===== src/rtl/pi_channel_scheduler.sv =====
// -----------------------------------------------------------------------------
// pi_channel_scheduler
//   Time-shares one PI multiply/accumulate datapath between N_CH loop channels.
//   A round-robin arbiter picks one requesting channel. A four-state sequencer
//   then runs the channel through capture, compute and write-back. Each channel
//   has its own integrator. The output is clamped to [OUT_MIN, OUT_MAX], and the
//   clamp error is fed back into the integrator (back-calculation anti-windup).
//
// Ports
//   i_CLK    clock, rising edge
//   i_RST    asynchronous reset, active-low
//   i_req    per-channel request level, held until o_ack
//   i_err    signed 32-bit error per channel, channel k in [32k+31:32k]
//   i_clr    per-channel synchronous integrator clear
//   o_ack    one-hot, one-cycle acknowledge (same cycle as o_valid)
//   o_PI     saturated controller output of the served channel
//   o_ch     channel index that o_PI belongs to
//   o_valid  one-cycle result strobe
//   o_busy   sequencer not idle
// -----------------------------------------------------------------------------
module pi_channel_scheduler #(
    parameter int                 N_CH     = 32'sd4,
    parameter int                 KP       = 32'sd1,
    parameter int                 TsKI     = 32'sd0,
    parameter int                 KAW      = 32'sd0,
    parameter int                 SHIFT_KP = 32'sd0,
    parameter int                 SHIFT_KI = 32'sd0,
    parameter logic signed [31:0] OUT_MAX  = 32'sh7FFF_FFFF,
    parameter logic signed [31:0] OUT_MIN  = 32'sh8000_0000,
    localparam int                CW       = $clog2(N_CH)
) (
    input  logic                 i_CLK,
    input  logic                 i_RST,
    input  logic [N_CH-1:0]      i_req,
    input  logic [32*N_CH-1:0]   i_err,
    input  logic [N_CH-1:0]      i_clr,
    output logic [N_CH-1:0]      o_ack,
    output logic signed [31:0]   o_PI,
    output logic [CW-1:0]        o_ch,
    output logic                 o_valid,
    output logic                 o_busy
);

    typedef enum logic [1:0] {
        S_IDLE    = 2'd0,
        S_CAPTURE = 2'd1,
        S_COMPUTE = 2'd2,
        S_WRITE   = 2'd3
    } state_t;

    localparam logic signed [63:0]  KP_W     = 64'(KP);
    localparam logic signed [63:0]  KI_W     = 64'(TsKI);
    localparam logic signed [98:0]  KAW_W    = 99'(KAW);
    localparam logic signed [65:0]  OMAX_W   = 66'(OUT_MAX);
    localparam logic signed [65:0]  OMIN_W   = 66'(OUT_MIN);
    localparam logic [N_CH-1:0]     ACK_LSB  = {{(N_CH-1){1'b0}}, 1'b1};
    localparam logic [CW:0]         N_CH_W   = (CW+1)'(N_CH);

    // Saturate a wide signed value to the signed 32-bit range.
    function automatic logic signed [31:0] sat32(input logic signed [99:0] v);
        logic signed [31:0] r;
        if (v > 100'sd2147483647) begin
            r = 32'sh7FFF_FFFF;
        end else if (v < -100'sd2147483648) begin
            r = 32'sh8000_0000;
        end else begin
            r = v[31:0];
        end
        return r;
    endfunction

    state_t                state_q;
    logic [CW-1:0]         ptr_q;
    logic [CW-1:0]         gnt_q;
    logic signed [31:0]    err_q;
    logic signed [31:0]    i_q;
    logic signed [31:0]    n_q;
    logic signed [63:0]    p_q;
    logic signed [63:0]    q_q;
    logic signed [31:0]    int_q [N_CH];
    logic signed [31:0]    pi_q;
    logic [CW-1:0]         ch_q;
    logic                  valid_q;
    logic [N_CH-1:0]       ack_q;
    logic                  busy_q;

    logic [CW-1:0]         gnt_d;
    logic                  found_s;
    logic [CW:0]           cand_s;
    logic signed [31:0]    err_sel_s;
    logic signed [63:0]    p_d;
    logic signed [63:0]    q_d;
    logic signed [65:0]    u_s;
    logic signed [31:0]    y_s;
    logic signed [66:0]    aw_s;
    logic signed [98:0]    awk_s;
    logic signed [99:0]    n_wide_s;
    logic signed [31:0]    n_d;

    // Round-robin search: first requester after ptr_q, wrapping around.
    always_comb begin
        gnt_d   = ptr_q;
        found_s = 1'b0;
        cand_s  = '0;
        for (int i = 1; i <= N_CH; i++) begin
            cand_s = {1'b0, ptr_q} + (CW+1)'(i);
            if (cand_s >= N_CH_W) begin
                cand_s = cand_s - N_CH_W;
            end else begin
                cand_s = cand_s;
            end
            if (!found_s && i_req[cand_s[CW-1:0]]) begin
                gnt_d   = cand_s[CW-1:0];
                found_s = 1'b1;
            end else begin
                found_s = found_s;
            end
        end
    end

    // Capture-stage products for the granted channel.
    always_comb begin
        err_sel_s = $signed(i_err[{gnt_q, 5'd0} +: 32]);
        p_d       = (64'(err_sel_s) * KP_W) >>> SHIFT_KP;
        q_d       = (64'(int_q[gnt_q]) * KI_W) >>> SHIFT_KI;
    end

    // Compute stage: clamp, anti-windup term and saturated integrator update.
    always_comb begin
        u_s = 66'(p_q) + 66'(q_q);
        if (u_s > OMAX_W) begin
            y_s = OUT_MAX;
        end else if (u_s < OMIN_W) begin
            y_s = OUT_MIN;
        end else begin
            y_s = u_s[31:0];
        end
        aw_s     = 67'(y_s) - 67'(u_s);
        awk_s    = 99'(aw_s) * KAW_W;
        n_wide_s = 100'(i_q) + 100'(err_q) + 100'(awk_s);
        n_d      = sat32(n_wide_s);
    end

    // Sequencer, datapath registers, registered outputs and integrators.
    always_ff @(posedge i_CLK or negedge i_RST) begin
        if (!i_RST) begin
            state_q <= S_IDLE;
            ptr_q   <= CW'(N_CH - 1);
            gnt_q   <= '0;
            err_q   <= 32'sd0;
            i_q     <= 32'sd0;
            n_q     <= 32'sd0;
            p_q     <= 64'sd0;
            q_q     <= 64'sd0;
            pi_q    <= 32'sd0;
            ch_q    <= '0;
            valid_q <= 1'b0;
            ack_q   <= '0;
            busy_q  <= 1'b0;
            for (int k = 0; k < N_CH; k++) begin
                int_q[k] <= 32'sd0;
            end
        end else begin
            case (state_q)
                S_IDLE: begin
                    valid_q <= 1'b0;
                    ack_q   <= '0;
                    if (|i_req) begin
                        gnt_q   <= gnt_d;
                        busy_q  <= 1'b1;
                        state_q <= S_CAPTURE;
                    end else begin
                        busy_q  <= 1'b0;
                        state_q <= S_IDLE;
                    end
                end
                S_CAPTURE: begin
                    err_q   <= err_sel_s;
                    i_q     <= int_q[gnt_q];
                    p_q     <= p_d;
                    q_q     <= q_d;
                    state_q <= S_COMPUTE;
                end
                S_COMPUTE: begin
                    pi_q    <= y_s;
                    n_q     <= n_d;
                    ch_q    <= gnt_q;
                    valid_q <= 1'b1;
                    ack_q   <= ACK_LSB << gnt_q;
                    state_q <= S_WRITE;
                end
                S_WRITE: begin
                    valid_q <= 1'b0;
                    ack_q   <= '0;
                    ptr_q   <= gnt_q;
                    busy_q  <= 1'b0;
                    state_q <= S_IDLE;
                end
                default: begin
                    valid_q <= 1'b0;
                    ack_q   <= '0;
                    busy_q  <= 1'b0;
                    state_q <= S_IDLE;
                end
            endcase
            // Clear has priority over the write-back of the same channel.
            for (int k = 0; k < N_CH; k++) begin
                if (i_clr[k]) begin
                    int_q[k] <= 32'sd0;
                end else if ((state_q == S_WRITE) && (int'(gnt_q) == k)) begin
                    int_q[k] <= n_q;
                end else begin
                    int_q[k] <= int_q[k];
                end
            end
        end
    end

    assign o_PI    = pi_q;
    assign o_ch    = ch_q;
    assign o_valid = valid_q;
    assign o_ack   = ack_q;
    assign o_busy  = busy_q;

endmodule


===== config.mk =====
export PLATFORM = sky130hd
export DESIGN_NAME = pi_channel_scheduler
export DESIGN_NICKNAME = d
export VERILOG_FILES = /design/src/rtl/pi_channel_scheduler.sv
export SDC_FILE = /design/constraint.sdc
export NUM_CORES = 1
export LEC_CHECK = 0
export ABC_AREA = 0
export CELL_PAD_IN_SITES_DETAIL_PLACEMENT = 2
export CELL_PAD_IN_SITES_GLOBAL_PLACEMENT = 2
export CORE_UTILIZATION = 27
export CTS_BUF_LIST = sky130_fd_sc_hd__clkbuf_8 sky130_fd_sc_hd__clkbuf_16
export CTS_CLUSTER_SIZE = 40
export DETAILED_ROUTE_END_ITERATION = 10
export HOLD_SLACK_MARGIN = 0.05
export PLACE_DENSITY = 0.82
export SKIP_CTS_REPAIR_TIMING = 1
export SLEW_MARGIN = 10
export SYNTH_ARGS = -nofsm -noshare
export SYNTH_HDL_FRONTEND = slang
export SYNTH_SLANG_ARGS = --single-unit

===== constraint.sdc =====
create_clock -name i_CLK -period 1.9 [get_ports i_CLK]
set_input_delay 0.38 -clock i_CLK [delete_from_list [all_inputs] [get_ports i_CLK]]
set_output_delay 0.38 -clock i_CLK [all_outputs]
set_load 0.1 [all_outputs]

After elaboration in Yosys (flattened, before gate mapping):

Index checks and enable logic that the tools add are counted.

* register bits: 78
* input port bits: 138
* output and inout port bits: 40
* logic and storage cells: 71

* add/sub/neg operators: 8
* magnitude comparators: 10
* eq/ne operators: 3
* shift-type cells: 2
* mux-type cells: 27
* reduce and logical (&&, ||, !) cells: 12

Operator list (count)
* indexed part select 128 x 8 -> 32 bit: 1
* two-way mux 32 bit: 2
* > comparator 32 bit (second input constant): 1
* < comparator 32 bit (second input constant): 1
* two-way mux 2 bit: 8
* >= comparator 3 bit (second input constant): 4
* < comparator 2 x 3 -> 1 bit (second input constant): 4
* two-way mux 1 bit: 9
* binary-select mux 1 bit (select 2 bit): 4
* one-hot mux 2 bit (4 select lines): 1
* one-hot mux 4 bit (2 select lines): 1
* subtractor 2 x 1 -> 2 bit (second input constant): 4
* adder 2 x 2 -> 3 bit (second input constant): 2
* equality test 2 bit (second input constant): 2
* one-hot mux 1 bit (2 select lines): 2
* nonzero test 2 bit: 2
* OR reduction 4 bit: 1
* left shift 1 x 2 -> 4 bit (first input constant): 1
* adder 2 x 1 -> 3 bit (second input constant): 1
* adder 2 x 3 -> 3 bit (second input constant): 1
* logical AND 1 bit: 3
* logical NOT 1 bit: 3
* equality test 2 x 1 -> 1 bit (second input constant): 1
* logical NOT 2 bit: 1
* other kinds (2): 2

Logic depth before layout (Yosys ltp):

Gate-level depths: netlist of run 1.

* depth in word-level cells: 15
* depth in mapped cells: 6
* gate-level depth less buffers: 5

Worst setup path before layout of run 1:

OpenSTA, ideal clock, no wires.

* path kind: register to register
* from: register state_q[1]
* to: register p_q[10]
* setup time: 0.125 ns
* arrival time: 1.480 ns
* data required time: 1.775 ns
* setup slack: 0.295 ns
* cell stages (with the launch flop): 5
* clock period less this slack: 1.605 ns
* path through: dfrtp_1 -> inv_1 -> ha_1 -> buf_1 -> mux2_4

* longest elaborated chain between the ends: 1

RTL lines
* start, declared: line 72 `state_t state_q;`
* start signal, assigned: line 147 `state_q <= S_IDLE;`
* start signal, assigned: line 171 `state_q <= S_CAPTURE;`
* start signal, assigned: line 174 `state_q <= S_IDLE;`
* equality test 2 x 1 -> 1 bit
* end signal, assigned: line 180 `p_q <= p_d;`
* end, declared: line 78 `logic signed [63:0] p_q;`

Every way passes these cells.
A chain may end at the register's enable or synchronous reset.

Final worst setup path of run 1:

* from: input port i_req[1]
* to: register gnt_q[0]

* longest elaborated chain between the ends: 12
* elaborated cells between the ends (all ways): 23
* classes of those cells: 15 x mux; 8 x reduce/logical

RTL lines
* start, declared: line 34 `input logic [N_CH-1:0] i_req,`
* binary-select mux 1 bit (select 2 bit): line 112 `if (!found_s && i_req[cand_s[CW-1:0]]) begin`
* two-way mux 1 bit (implied by the code): line 112
* two-way mux 1 bit: line 112
* logical NOT 1 bit: line 112
* logical AND 1 bit: line 112
* two-way mux 1 bit: line 112
* logical NOT 1 bit: line 112
* logical AND 1 bit: line 112
* two-way mux 1 bit: line 112
* logical NOT 1 bit: line 112
* logical AND 1 bit: line 112
* two-way mux 2 bit: line 112
* end signal, assigned: line 169 `gnt_q <= gnt_d;`
* end, declared: line 74 `logic [CW-1:0] gnt_q;`

Several ways; a longest one is shown, not always the timed one. The select of a mux whose other input is x is not followed.

==> qor.csv, run 1 <==
stage,metric,value,unit
placement,hpwl dp,8.85,mm
route,Antenna Violating Nets Remaining,0,
grt,initial antenna violation count,0,
logic_synthesis,largest family of logic cells by synthesized area,multiplexers,
route,vias per cell,4.70,
finish,"most common cell after layout, fill and taps aside",clkdlybuf4s50_1,
floorplanning,Die X-Extent,123,um
hold_path,Hold Path Depth,1,
route,drt first pass iters,4,
setup_path,WP data required,2110,ps
logic_synthesis,Compound-Gate Fraction of Synth Area,2.64,%
setup_path,CP max FO,2,
sta,RSZ-0062 raised after global routing,false,
logic_synthesis,Simple-Gate Fraction of Synth Area,2.29,%
sta,final hold violations,0,
logic_synthesis,cell taking the most area after synthesis,dfrtp_1,
setup_path,CP Launch Type,input port,
hold_path,hold wc startpoint,p_q[4]$_DFFE_PN0N_,
logic_synthesis,syn nets,381,
power_and_ir_drop,PwrDens,2070,nW/um2
sta,worst clock skew,6.05,ps
logic_synthesis,Post-Synth XOR/XNOR Area,0,%
floorplanning,core area,14000,um2
cts,Clock Latency Late Sink,330,ps
sta,Slew Limit Headroom,67.3,%
setup_path,FF-to-FF End,p_q[10]$_DFFE_PN0N_,
sta,# setup viols final,0,
setup_path,WP data arrival,1830,ps
logic_synthesis,"Seq/Total Area, Yosys",49.7,%
cts,Root Buffer,clkbuf_16,
setup_path,reg2reg start,gnt_q[0]$_DFFE_PN0P_,
floorplanning,Total Die Area,15100,um2
route,final WL,11.6,mm
finish,area occupied by multi-input gates,1860,um2
sta,FMAX,0.617,GHz
logic_synthesis,post-synthesis instance total,238,
finish,post-layout util,44.5,%
sta,final hold slack,502,ps
setup_path,critical path class,in -> reg,
cts,TritonCTS clock tree,yes,
cts,Max clock buf depth,2,
power_and_ir_drop,VDD IR max,773,uV
cts,clock sink count,78,
floorplanning,num rows,43,
sta,Slew @ Worst Pin,478,ps
status,outcome,"finished, final reports clean",
hold_path,Hold WC Path Type,reg -> reg,
placement,Port Buffers,173,
grt,vias in the first global route,3427,
sta,final critical-path required period,1620,ps
finish,FF+latch area,1960,um2
floorplanning,I/O Pins,178,
setup_path,Worst Reg-to-Reg Cells,3,
logic_synthesis,Synth top area share,48.3,%
logic_synthesis,Synth Register Bits,78,
finish,Layout Nets,565,
logic_synthesis,Yosys warnings,0,
grt,first-pass GRT wire length,18.1,mm
finish,Filler cells,1332,
route,DRC viols,0,
logic_synthesis,Synth cell types,28,
floorplanning,Initial Utilization,28.0,%
logic_synthesis,area share of fa/ha/maj cells after synthesis,1.59,%
finish,ANT cells,0,
placement,gp weighted congestion,0.678,
logic_synthesis,post-synthesis mux area share,40.5,%
finish,"commonest non-fill, non-tap cells in the layout","clkdlybuf4s50_1 (132), dfrtp_1 (74), mux2_2 (50)",
finish,ratio of cells with drive above 1 in the final layout,41.7,%
sta,period utilization,85.3,%
grt,GRT Overall Usage,16.1,%
logic_synthesis,Post-Syn Area,3930,um2
floorplanning,Die Ht,123,um
route,DR iter-0 viols,76,
grt,grt total ovfl,0,
logic_synthesis,synth top area cells,"dfrtp_1 (48%), mux4_2 (18%), mux2_2 (14%)",
job,Max-Cap Viols,0,
setup_path,CP Capture Type,flip-flop,
route,Avg WL per Cell,19.1,um
cts,Worst-path clk slew,60,ps
cts,CTS Buf Count,9,
hold_path,end of the worst hold path,p_q[4]$_DFFE_PN0N_,
finish,area grow syn2layout,58.9,%
power_and_ir_drop,leakage,0.00257,uW
sta,Max Transition Viols Final,0,
cts,H-tree depth,3,
grt,largest net degree at the start of global routing,36,
setup_path,"setup slack, reg-to-reg",320,ps
route,total number of vias,2854,
logic_synthesis,Avg Inst Size Synth,16.5,um2
sequential cells by signal (all words and copies together), names as in the netlist:
name,count
gnt_q,2
o_ack,4
o_ch,2
o_PI,32
state_q,2
ptr_q,2
o_valid,1
o_busy,1
p_q,32
how the worst max path moves through the flow:
stage | start | to | slack [ps] | cells after the start
floorplan | state_q[1]$_DFF_PN0_ | p_q[10]$_DFFE_PN0N_ | 300 | 4
global placement | i_req[1] | gnt_q[0]$_DFFE_PN0P_ | 40 | 4
detailed placement | i_req[1] | gnt_q[0]$_DFFE_PN0P_ | -90 | 4
CTS | i_req[1] | gnt_q[0]$_DFFE_PN0P_ | 260 | 4
global route | i_req[1] | gnt_q[1]$_DFFE_PN0P_ | 150 | 6
finish | i_req[1] | gnt_q[0]$_DFFE_PN0P_ | 280 | 4
cell families (layout without fill, tap and decap cells):
| group | count (synthesis) | after routing |
|---|---|---|
| AO/OA/AOI/OAI | 14 | 14 |
| buffers and inverters | 21 | 210 |
| AND/OR/NAND/NOR | 17 | 17 |
| adder cells (fa/ha/maj) | 5 | 5 |
| multiplexers | 103 | 103 |
| flip-flops | 78 | 78 |
per-layer routing:
metal / vias up / GRT usage (%) / wire length [um]
met5: - / 0 / 0
met1: 1466 / 17.2 / 4260
met2: 97 / 31.0 / 6410
met3: 14 / 4.09 / 776
met4: 0 / 4.04 / 127
li1: 1277 / - / -
cells in the mapped netlist:
| library cell | n |
|---|---|
| buf_1 | 3 |
| a21oi_1 | 1 |
| nand2b_1 | 3 |
| nand2_1 | 4 |
| nand3_1 | 2 |
| mux2i_1 | 1 |
| buf_6 | 1 |
| a22oi_1 | 1 |
| mux4_2 | 32 |
| a2111oi_0 | 1 |
| buf_12 | 2 |
| dfstp_2 | 2 |
| inv_1 | 5 |
| o31ai_1 | 2 |
| nor4_1 | 1 |
| nor2_1 | 3 |
| o221ai_1 | 2 |
| dfrtp_1 | 76 |
| nor2b_1 | 1 |
| mux2_2 | 50 |
| a222oi_1 | 1 |
| a32o_1 | 2 |
| mux2_4 | 20 |
| nand3b_1 | 3 |
| ha_1 | 5 |
| o21ai_0 | 4 |
| buf_2 | 8 |
| clkbuf_1 | 2 |
per-stage QoR:
step | cell area, um2 | total power (uW) | cells | TNS [ps] | setup slack (ps)
2_1_floorplan | 3930 | 9110 | 238 | 0 | 295
3_3_place_gp | 5920 | 11000 | 590 | 0 | 42.6
3_5_place_dp | 5920 | 11300 | 590 | -90.8 | -90.8
4_1_cts | 6240 | 13200 | 606 | 0 | 256
5_1_grt | 6250 | 13600 | 607 | 0 | 152
6_report | 6250 | 12900 | 607 | 0 | 279
area by class of cell:
| type | instances | share of cell area, % |
|---|---|---|
| Sequential cell | 78 | 31.3 |
| Timing Repair Buffer | 189 | 30.0 |
| Multi-Input combinational cell | 139 | 29.7 |
| Inverter | 5 | 0.300 |
| Tap cell | 180 | 3.60 |
| Clock buffer | 10 | 3.82 |
| Clock inverter | 6 | 1.24 |
worst max-delay path, stage by stage:
cell and delay [ps]:
clkdlybuf4s50_1 430, nor4_1 480, nand2b_1 200, mux2_2 340
report_power, final:
group          switching (uW)  internal [uW]
Combinational            4870           3160
Clock                     635           1170
Sequential                536           2570
Note: power is estimated with default switching activity, not from simulation.
==> run 2: changes to the inputs <==
==> constraint.sdc (replaced) <==
create_clock -name i_CLK -period 1.9 [get_ports i_CLK]
set_input_delay 0.285 -clock i_CLK [delete_from_list [all_inputs] [get_ports i_CLK]]
set_output_delay 0.285 -clock i_CLK [all_outputs]
set_load 0.1 [all_outputs]
==> qor.csv, run 2 (synthesis results as in run 1) <==
stage,metric,value,unit,change
setup_path,CP Launch Type,flip-flop,,
grt,initial antenna violation count,2,,+2
cts,CTS Buf Count,9,,unchanged
route,total number of vias,2866,,+0.42%
floorplanning,I/O Pins,178,,unchanged
cts,H-tree depth,3,,unchanged
power_and_ir_drop,combinational share of power,62.6,%,+0.6 points
route,vias per cell,4.73,,+0.59%
finish,Filler cells,1377,,+3.4%
finish,"commonest non-fill, non-tap cells in the layout","clkdlybuf4s50_1 (132), dfrtp_1 (74), mux2_2 (50), buf_4 (50), mux4_2 (32)",,
power_and_ir_drop,VDD IR max,1030,uV,+33%
setup_path,WP data arrival,1850,ps,+20 ps
floorplanning,Total Die Area,15100,um2,unchanged
power_and_ir_drop,Clk pwr share,12.9,%,-1.1 points
setup_path,reg2reg start,gnt_q[0]$_DFFE_PN0P_,,
sta,RSZ-0062 raised after global routing,false,,
sta,Slew Limit Headroom,63.6,%,-3.7 points
hold_path,Hold WC Path Type,in -> async,,
power_and_ir_drop,PwrDens,2040,nW/um2,-1.3%
grt,largest net degree at the start of global routing,42,,+17%
sta,FMAX,0.612,GHz,-0.78%
setup_path,critical path class,reg -> reg,,
power_and_ir_drop,Switch Pwr,6030,uW,-0.15%
setup_path,CP max FO,36,,+34
route,Avg WL per Cell,19.1,um,about the same
grt,GRT Overall Usage,16.1,%,-0.021 points
floorplanning,num rows,43,,unchanged
cts,Worst-path clk slew,60,ps,about the same
power_and_ir_drop,part of the power in registers,24.5,%,+0.5 points
cts,Root Buffer,clkbuf_16,,
setup_path,CP peak stage delay,580,ps,+100 ps
cts,clock sink count,78,,unchanged
sta,final critical-path required period,1630,ps,+12.8 ps
job,Max-Cap Viols,0,,unchanged
setup_path,Worst path slowest cell,mux4_2,,
grt,grt total ovfl,0,,unchanged
cts,TritonCTS clock tree,yes,,
sta,# setup viols final,0,,unchanged
floorplanning,core area,14000,um2,unchanged
route,final WL,11.6,mm,about the same
route,Antenna Violating Nets Remaining,0,,unchanged
floorplanning,Initial Utilization,28.0,%,unchanged
route,DR iter-0 viols,93,,+22%
power_and_ir_drop,Pint,6500,uW,-5.9%
placement,hpwl dp,8.68,mm,-1.9%
sta,final hold violations,0,,unchanged
setup_path,"setup slack, reg-to-reg",270,ps,-50 ps
cts,Max clock buf depth,2,,unchanged
setup_path,"Cell Chain, Critical Path","buf_12, mux4_2, mux2_4",,
placement,gp weighted congestion,0.689,,+1.6%
placement,pre-CTS setup slack,-1.51,ps,+89.2 ps
power_and_ir_drop,leakage,0.00250,uW,-2.5%
sta,Slew @ Worst Pin,546,ps,+68.5 ps
setup_path,CP Capture Type,flip-flop,,
power_and_ir_drop,switching share of power,48.1,%,+1.5 points
sta,Max Transition Viols Final,0,,unchanged
route,drt first pass iters,4,,unchanged
sta,setup TNS,0,ps,unchanged
setup_path,WP data required,2110,ps,about the same
grt,vias in the first global route,3273,,-4.5%
finish,ratio of cells with drive above 1 in the final layout,41.9,%,+0.20 points
sta,worst clock skew,8.58,ps,+2.53 ps
placement,Port Buffers,173,,unchanged
sta,final worst setup slack,266,ps,-12.8 ps
setup_path,Worst setup startpoint,gnt_q[0]$_DFFE_PN0P_,,
floorplanning,Die Ht,123,um,unchanged
sta,final hold slack,490,ps,-11.6 ps
finish,Layout Nets,563,,-0.35%
sta,period utilization,86.0,%,+0.67 points
finish,"most common cell after layout, fill and taps aside",clkdlybuf4s50_1,,
grt,first-pass GRT wire length,17.9,mm,-1.0%
status,outcome,"finished, final reports clean",,
finish,area grow syn2layout,55.9,%,
floorplanning,Die X-Extent,123,um,unchanged
route,DRC viols,0,,unchanged
cts,Clock Latency Late Sink,330,ps,about the same
-- run 2: changes by cell type in the layout (fill, tap and decap cells not counted), sizes merged --
| cell | delta |
|---|---|
| buf | -2 |
| bufinv | -2 |
| clkinvlp | +2 |
| inv | -2 |
| clkbuf | +1 |
| clkinv | +1 |
| diode | +1 |
-- run 2: path summary, 6_finish.rpt --
check	endpoint	cells after the start
worst max-delay path	p_q[10]$_DFFE_PN0N_	3
worst min-delay path	o_PI[16]$_DFFE_PN0P_	2
worst max register to register	p_q[10]$_DFFE_PN0N_	3
worst min register to register	o_ack[3]$_DFFE_PN0P_	2
max in group asynchronous	ptr_q[0]$_DFFE_PN1N_	3
min in group i_CLK	o_ack[3]$_DFFE_PN0P_	2
-- run 2: cell type report --
| type | count | area [um2] | area share (%) |
|---|---|---|---|
| well taps | 180 | 225 | 3.67 |
| repair buffers | 187 | 1790 | 29.1 |
| clock buffers | 11 | 253 | 4.12 |
| flip-flops and latches | 78 | 1960 | 31.9 |
| clock inverters | 5 | 33.8 | 0.551 |
| multi-input cells | 139 | 1860 | 30.3 |
| diodes | 1 | 2.50 | 0.0408 |
| inverters | 5 | 18.8 | 0.306 |
-- run 2: through the flow --
stage	power [uW]	util, %	instances	area [um2]
2_1_floorplan	9110	-	238	3930
3_3_place_gp	10800	41.5	588	5830
3_5_place_dp	11000	41.5	588	5830
4_1_cts	12700	43.6	604	6120
5_1_grt	13200	43.7	605	6130
6_report	12500	43.7	606	6130
-- run 2: metal layers --
metal  GRT usage [%]  vias up  share of wire (%)
li1                -     1281                  -
met1            18.3     1479                 38
met2            29.6       95                 55
met3            4.14        9                6.5
met4            4.12        2               0.74
met5               0        -               0.12
-- run 2: power groups by stage --
stage               Combinational [uW]  Sequential (uW)  Clock (uW)
global placement                  7770             3020           0
global route                      8230             3190        1740
finish                            7840             3070        1620
floorplan                         3090             6020           0
detailed placement                7930             3110           0
CTS                               7970             3080        1680
-- run 2: worst max-delay path: cells and delay by family, from the launching register on --
family / cells / cell delay [ps]
DFF: 1 / 370
buffers and inverters: 1 / 290
muxes: 2 / 850
==> run 3: changes to the inputs <==
--- a/config.mk
+++ b/config.mk
@@ -12,7 +12,7 @@
 export CTS_BUF_LIST = sky130_fd_sc_hd__clkbuf_8 sky130_fd_sc_hd__clkbuf_16
 export CTS_CLUSTER_SIZE = 40
 export DETAILED_ROUTE_END_ITERATION = 10
-export HOLD_SLACK_MARGIN = 0.05
+export HOLD_SLACK_MARGIN = 0.15
 export PLACE_DENSITY = 0.82
 export SKIP_CTS_REPAIR_TIMING = 1
 export SLEW_MARGIN = 10
==> results of run 3 <==
The final DEF is identical to that of run 2; final timing and power are the same.
==> RTL change 1, RTL diff (flow settings as in run 1) <==
The parameter `N_CH` goes from 32'sd4 to 32'sd8.
--- a/src/rtl/pi_channel_scheduler.sv
+++ b/src/rtl/pi_channel_scheduler.sv
@@ -19,7 +19,7 @@
 //   o_busy   sequencer not idle
 // -----------------------------------------------------------------------------
 module pi_channel_scheduler #(
-    parameter int                 N_CH     = 32'sd4,
+    parameter int                 N_CH     = 32'sd8,
     parameter int                 KP       = 32'sd1,
     parameter int                 TsKI     = 32'sd0,
     parameter int                 KAW      = 32'sd0,
Interface: changed (5 resized); port bits go from 178 to 319. The function was not compared with the original's and may differ.
==> RTL change 1 against run 1 <==
  * The flow now finishes with violations (negative setup slack)
  * Total power rose by 49%
  * Clock skew increased by 0.0048 ns
  * Sequential cell count increased by 7
  * Worst hold slack lost 0.019 ns
  * Non-clock buffer count is 182 higher
  * Cell count increased by 78%
  * Design area rose by 63%
  * Critical path type is now register to register
  * Synthesized area rose by 50%
  * Worst setup slack worse by 0.97 ns
  * Global-route usage increased by 6.6 points
  * Count of clock-buffer cells in the layout shrank 1
  * Routed wire length up 120%
  * Register-to-register slack worse by 1.0 ns
  * Combinational power rose by 76%
==> RTL change 1: results (changes against run 1) <==
[synth]
register_area_share_after_synthesis=0.360  ; was 0.497
synth_common_cells=82 x dfrtp_1, 72 x mux4_2, 42 x mux2_2  ; was 76 x dfrtp_1, 50 x mux2_2, 32 x mux4_2
synth_mux_area_frac=0.448  ; was 0.405
xor_and_xnor_area_share_after_synthesis=0.00868  ; was 0
synth_cell_type_count=44  ; was 28
dominantRegCellSynth=dfrtp_1  ; unchanged
synth-compound-area-share=0.0749  ; was 0.0264
synthesis.nets=738  ; was 381
arithmetic_cell_share_of_the_synthesized_area_counting_full_adders_half_adders_and_majority_gates=0.0148  ; was 0.0159
synth_top_area_cells=dfrtp_1 35%, mux4_2 27%, mux2_2 8.0%  ; was dfrtp_1 48%, mux4_2 18%, mux2_2 14%
syn-instance-count=457  ; was 238

[setup_path]
timing.critical_path.arrival_ns=2.84  ; was 1.83 ns
critPathTopFamily=multiplexers  ; was simple AND/OR/NAND/NOR gates
crit_slowest_cell=dfstp_2  ; was nor4_1
cpPeakStageDelay_ns=0.62  ; was 0.48 ns
critPathMaxFanout=5  ; was 2

[timing]
totalNegativeSetupSlack_ns=-1.78  ; was 0 ns
finalSetupViolCount=3  ; was 0
final_max_slew_viol_count=0  ; unchanged
timing.clock.skew_ns=0.0108  ; was 0.00605 ns
timing.final.ws_setup_ns=-0.687  ; was 0.279 ns
max_slew_margin=0.698  ; was 0.673

[global_routing]
grtUsageTotal=0.227  ; was 0.161
grt_start_max_net_pins=43  ; was 36
antenna_found_initial=1  ; was 0
via_count_of_the_first_global_routing_pass=6489  ; was 3,427
first_pass_grt_wire_length_mm=38.1  ; was 18.1 mm

[place]
post-dp-hpwl_mm=20.9  ; was 8.85 mm
gp_congestion=0.860  ; was 0.678
placedInstanceArea_um2=9840  ; was 5920 um2
placed_cells=1057  ; was 590
place.port_buffers=310  ; was 173

[power]
ir_drop_worst_vdd_v=0.000881  ; was 0.000773 V
static-leakage-power_nw=4.02  ; was 2.57 nW

[route]
firstDrtPassIters=4  ; unchanged
avgViaCountPerCell=5.05  ; was 4.70
drt-wirelength-per-cell_um=23.3  ; was 19.1 um
drtIter0Drc=123  ; was 76
vias=5452  ; was 2,854

[cts]
clkTransAtPathRegs_ns=0.07
clock_latency_ns=0.34
clock_tree.buffer_depth=2  ; unchanged

[layout]
layout-drive-gt1-share=0.320  ; was 0.417
layout.filler_cells=2106  ; was 1,332

[run_status]
failed_checks=negative setup slack
status=complete, but fails checks  ; was complete, no violations

[worst_hold_path]
kind_of_path_behind_the_tightest_hold_check=primary input to asynchronous set/reset pin  ; was register to register

RTL change 1: area by class of cell:
class	instances	area, um2	area share
multi-input cells	326	3610	0.354
diodes	1	2.50	0.000245
clock inverters	6	47.5	0.00466
clock buffers	9	225	0.0221
well taps	275	344	0.0337
repair buffers	371	3790	0.372
inverters	6	37.5	0.00368
flip-flops and latches	85	2140	0.210
RTL change 1: path summary, 6_finish.rpt:
kind | start | end | slack [ns] | depth (start not counted)
min in group i_CLK | p_q[25] | o_PI[25] | 0.51 | 1
worst max-delay path | ptr_q[0] | gnt_q[1] | -0.69 | 8
worst max register to register | ptr_q[0] | gnt_q[1] | -0.69 | 8
max in group asynchronous | i_RST | gnt_q[2] | 0.77 | 3
worst min register to register | p_q[25] | o_PI[25] | 0.51 | 1
worst min-delay path | i_RST | p_q[15] | 0.48 | 2
RTL change 1: cells by family after synthesis:
family / count (synthesis)
flops: 85
buf+inv: 46
compound gates: 73
xor+xnor: 5
simple gates: 80
fa+ha+maj: 7
mux: 161
RTL change 1: per-layer routing:
metal / share of wire / global-route usage / vias to the layer above
met2: 0.54 / 0.419 / 167
li1: - / - / 2460
met5: 0 / 0 / -
met4: 0.020 / 0.0641 / 0
met3: 0.051 / 0.0451 / 30
met1: 0.39 / 0.263 / 2795
RTL change 1: where the power goes:
part,internal [mW],leakage (nW),switching [mW],total (mW)
clock network,0.887,0.121,0.757,1.64
registers,2.76,0.959,0.761,3.52
logic,6.10,2.94,7.97,14.1
RTL change 1: per-stage QoR:
step / util / setup WS [ns]
floorplan: - / -0.720
global placement: 0.464 / -0.641
detailed placement: 0.464 / -0.736
CTS: 0.477 / -0.668
global route: 0.481 / -0.791
finish: 0.481 / -0.687
==> RTL change 2, RTL diff (settings of run 1) <==
Without the edit above. The 4 states of `state_t` get a one-hot encoding in 4 bits.
--- a/src/rtl/pi_channel_scheduler.sv
+++ b/src/rtl/pi_channel_scheduler.sv
@@ -41,11 +41,11 @@
     output logic                 o_busy
 );
 
-    typedef enum logic [1:0] {
-        S_IDLE    = 2'd0,
-        S_CAPTURE = 2'd1,
-        S_COMPUTE = 2'd2,
-        S_WRITE   = 2'd3
+    typedef enum logic [3:0] {
+        S_IDLE    = 4'b0001,
+        S_CAPTURE = 4'b0010,
+        S_COMPUTE = 4'b0100,
+        S_WRITE   = 4'b1000
     } state_t;
 
     localparam logic signed [63:0]  KP_W     = 64'(KP);
Check against the original RTL: same outputs for any inputs over 4 cycles, from zero or initial values and one cycle with i_RST low; so few cycles prove little.
==> RTL change 2 against run 1 <==
  * Fmax fell by 2.9%
  * Critical path depth down 1
  * Worst setup slack worse by 0.049 ns
  * Routed wire length grew 0.42%
  * Global-route usage barely moved
  * Synthesized area rose by 1.2%
  * Design area down 0.38%
  * Sequential power barely moved
  * First-iteration DRC count up 53%
  * Worst hold slack got worse by 0.0035 ns
  * Total power fell by 10%
  * Sequential cell count increased by 2
  * Critical endpoint is now p_q[20]
==> RTL change 2: results (changes against run 1) <==
[cts]
clock_latency_ns=0.34
ctsRootBufferMaster=clkbuf_16  ; unchanged
clock_tree.buffer_depth=2  ; unchanged
clkTransAtPathRegs_ns=0.06  ; about the same

[route]
vias=2874  ; was 2,854
dr_wl_met2_mm=6.42  ; was 6.41 mm
drtIter0Drc=116  ; was 76
detail_route.wirelength.met1_mm=4.32  ; was 4.26 mm
met3RoutedLength_um=643  ; was 776 um
drt_wl_total_mm=11.6  ; about the same

[synth]
synth_mux_area_frac=0.387  ; was 0.405
synthesis.nets=378  ; was 381
syn-instance-count=240  ; was 238
arithmetic_cell_share_of_the_synthesized_area_counting_full_adders_half_adders_and_majority_gates=0  ; was 0.0159
synth_common_cells=77 x dfrtp_1, 46 x mux2_2, 32 x mux4_2  ; was 76 x dfrtp_1, 50 x mux2_2, 32 x mux4_2
synth_top_area_cells=dfrtp_1 48%, mux4_2 18%, mux2_2 13%  ; was dfrtp_1 48%, mux4_2 18%, mux2_2 14%
async_reset_ff_frac=1.00  ; unchanged
synth_cell_type_count=34  ; was 28
register_area_share_after_synthesis=0.504  ; was 0.497
xor_and_xnor_area_share_after_synthesis=0  ; unchanged
synth-compound-area-share=0.0380  ; was 0.0264

[global_routing]
grtUsageTotal=0.161  ; about the same
antenna_found_initial=0  ; unchanged
via_count_of_the_first_global_routing_pass=3367  ; was 3,427
grt_start_max_net_pins=49  ; was 36
first_pass_grt_wire_length_mm=17.9  ; was 18.1 mm

[timing]
timing.clock.skew_ns=0.00785  ; was 0.00605 ns
worst-slew-pin-transition_ns=0.699  ; was 0.478 ns

[power]
power-per-cell-area_nw_per_um2=1870  ; was 2070 nW/um2
ir_drop_worst_vdd_v=0.000582  ; was 0.000773 V
share_seq_of_total_power=0.266  ; was 0.240
power.internal_mw=6.16  ; was 6.90 mW
static-leakage-power_nw=2.55  ; was 2.57 nW
comb_cell_power_mw=6.90  ; was 8.03 mW

[setup_path]
timing.critical_path.arrival_ns=1.90  ; was 1.83 ns
critPathTopFamily=multiplexers  ; was simple AND/OR/NAND/NOR gates
critPathMaxFanout=19  ; was 2
cpPeakStageDelay_ns=0.55  ; was 0.48 ns
crit_slowest_cell=mux4_2  ; was nor4_1

[run]
drv.max_cap_violation_count=0  ; unchanged

[place]
gp_congestion=0.727  ; was 0.678
placed_cells=592  ; was 590
detailedPlace.worstSlack_ns=0.0434  ; was -0.0908 ns
placedInstanceArea_um2=5930  ; was 5920 um2
post-dp-hpwl_mm=8.64  ; was 8.85 mm

[layout]
stdcell_count=609  ; was 607
design.final.nets=558  ; was 565
layout-drive-gt1-share=0.414  ; was 0.417

[run_status]
status=complete, no violations  ; unchanged

[worst_hold_path]
kind_of_path_behind_the_tightest_hold_check=register to register  ; unchanged

-- RTL change 2: cell types whose count changed after synthesis, moves of 3 or more --
cell             run 1  this run
nor3_1               0         3
mux2_2              50        46
a21oi_1              1         5
ha_1                 5         0
nand3b_1             3         0
buf_4                0         4
-- RTL change 2: path summary, 6_finish.rpt --
| path | from | to | slack (ns) | cells after the start |
|---|---|---|---|---|
| worst max-delay path | gnt_q[0] | p_q[20] | 0.23 | 3 |
| worst min-delay path | o_valid | o_valid | 0.50 | 1 |
| worst max register to register | gnt_q[0] | p_q[20] | 0.23 | 3 |
| worst min register to register | o_valid | o_valid | 0.50 | 1 |
| max in group asynchronous | i_RST | o_PI[21] | 0.72 | 3 |
| min in group asynchronous | i_RST | p_q[27] | 0.54 | 2 |
-- RTL change 2: final cells by class --
type,instances,area (um2)
clock inverter,5,31.3
inverter,5,18.8
timing repair buffer,186,1850
sequential,80,2010
fill,1433,8250
tap,184,230
clock buffer,11,253
multi-input combinational,138,1830
-- RTL change 2: kinds of logic (layout without fill, tap and decap cells) --
logic type	count (synthesis)	after routing
buffers and inverters	22	207
AO/OA/AOI/OAI	22	22
flip-flops	80	80
AND/OR/NAND/NOR	18	18
multiplexers	98	98
-- RTL change 2: routing by layer --
metal  track usage  up-vias
met3        0.0337       16
met1         0.173     1493
met2         0.300       83
met5             0        -
li1              -     1282
met4        0.0730        0
-- RTL change 2: worst reg2reg max path: cells and delay by family (launching register included) --
| family | cells | cell delay (ns) |
|---|---|---|
| multiplexers | 2 | 0.83 |
| flip-flops | 1 | 0.49 |
| buffers and inverters | 1 | 0.24 |
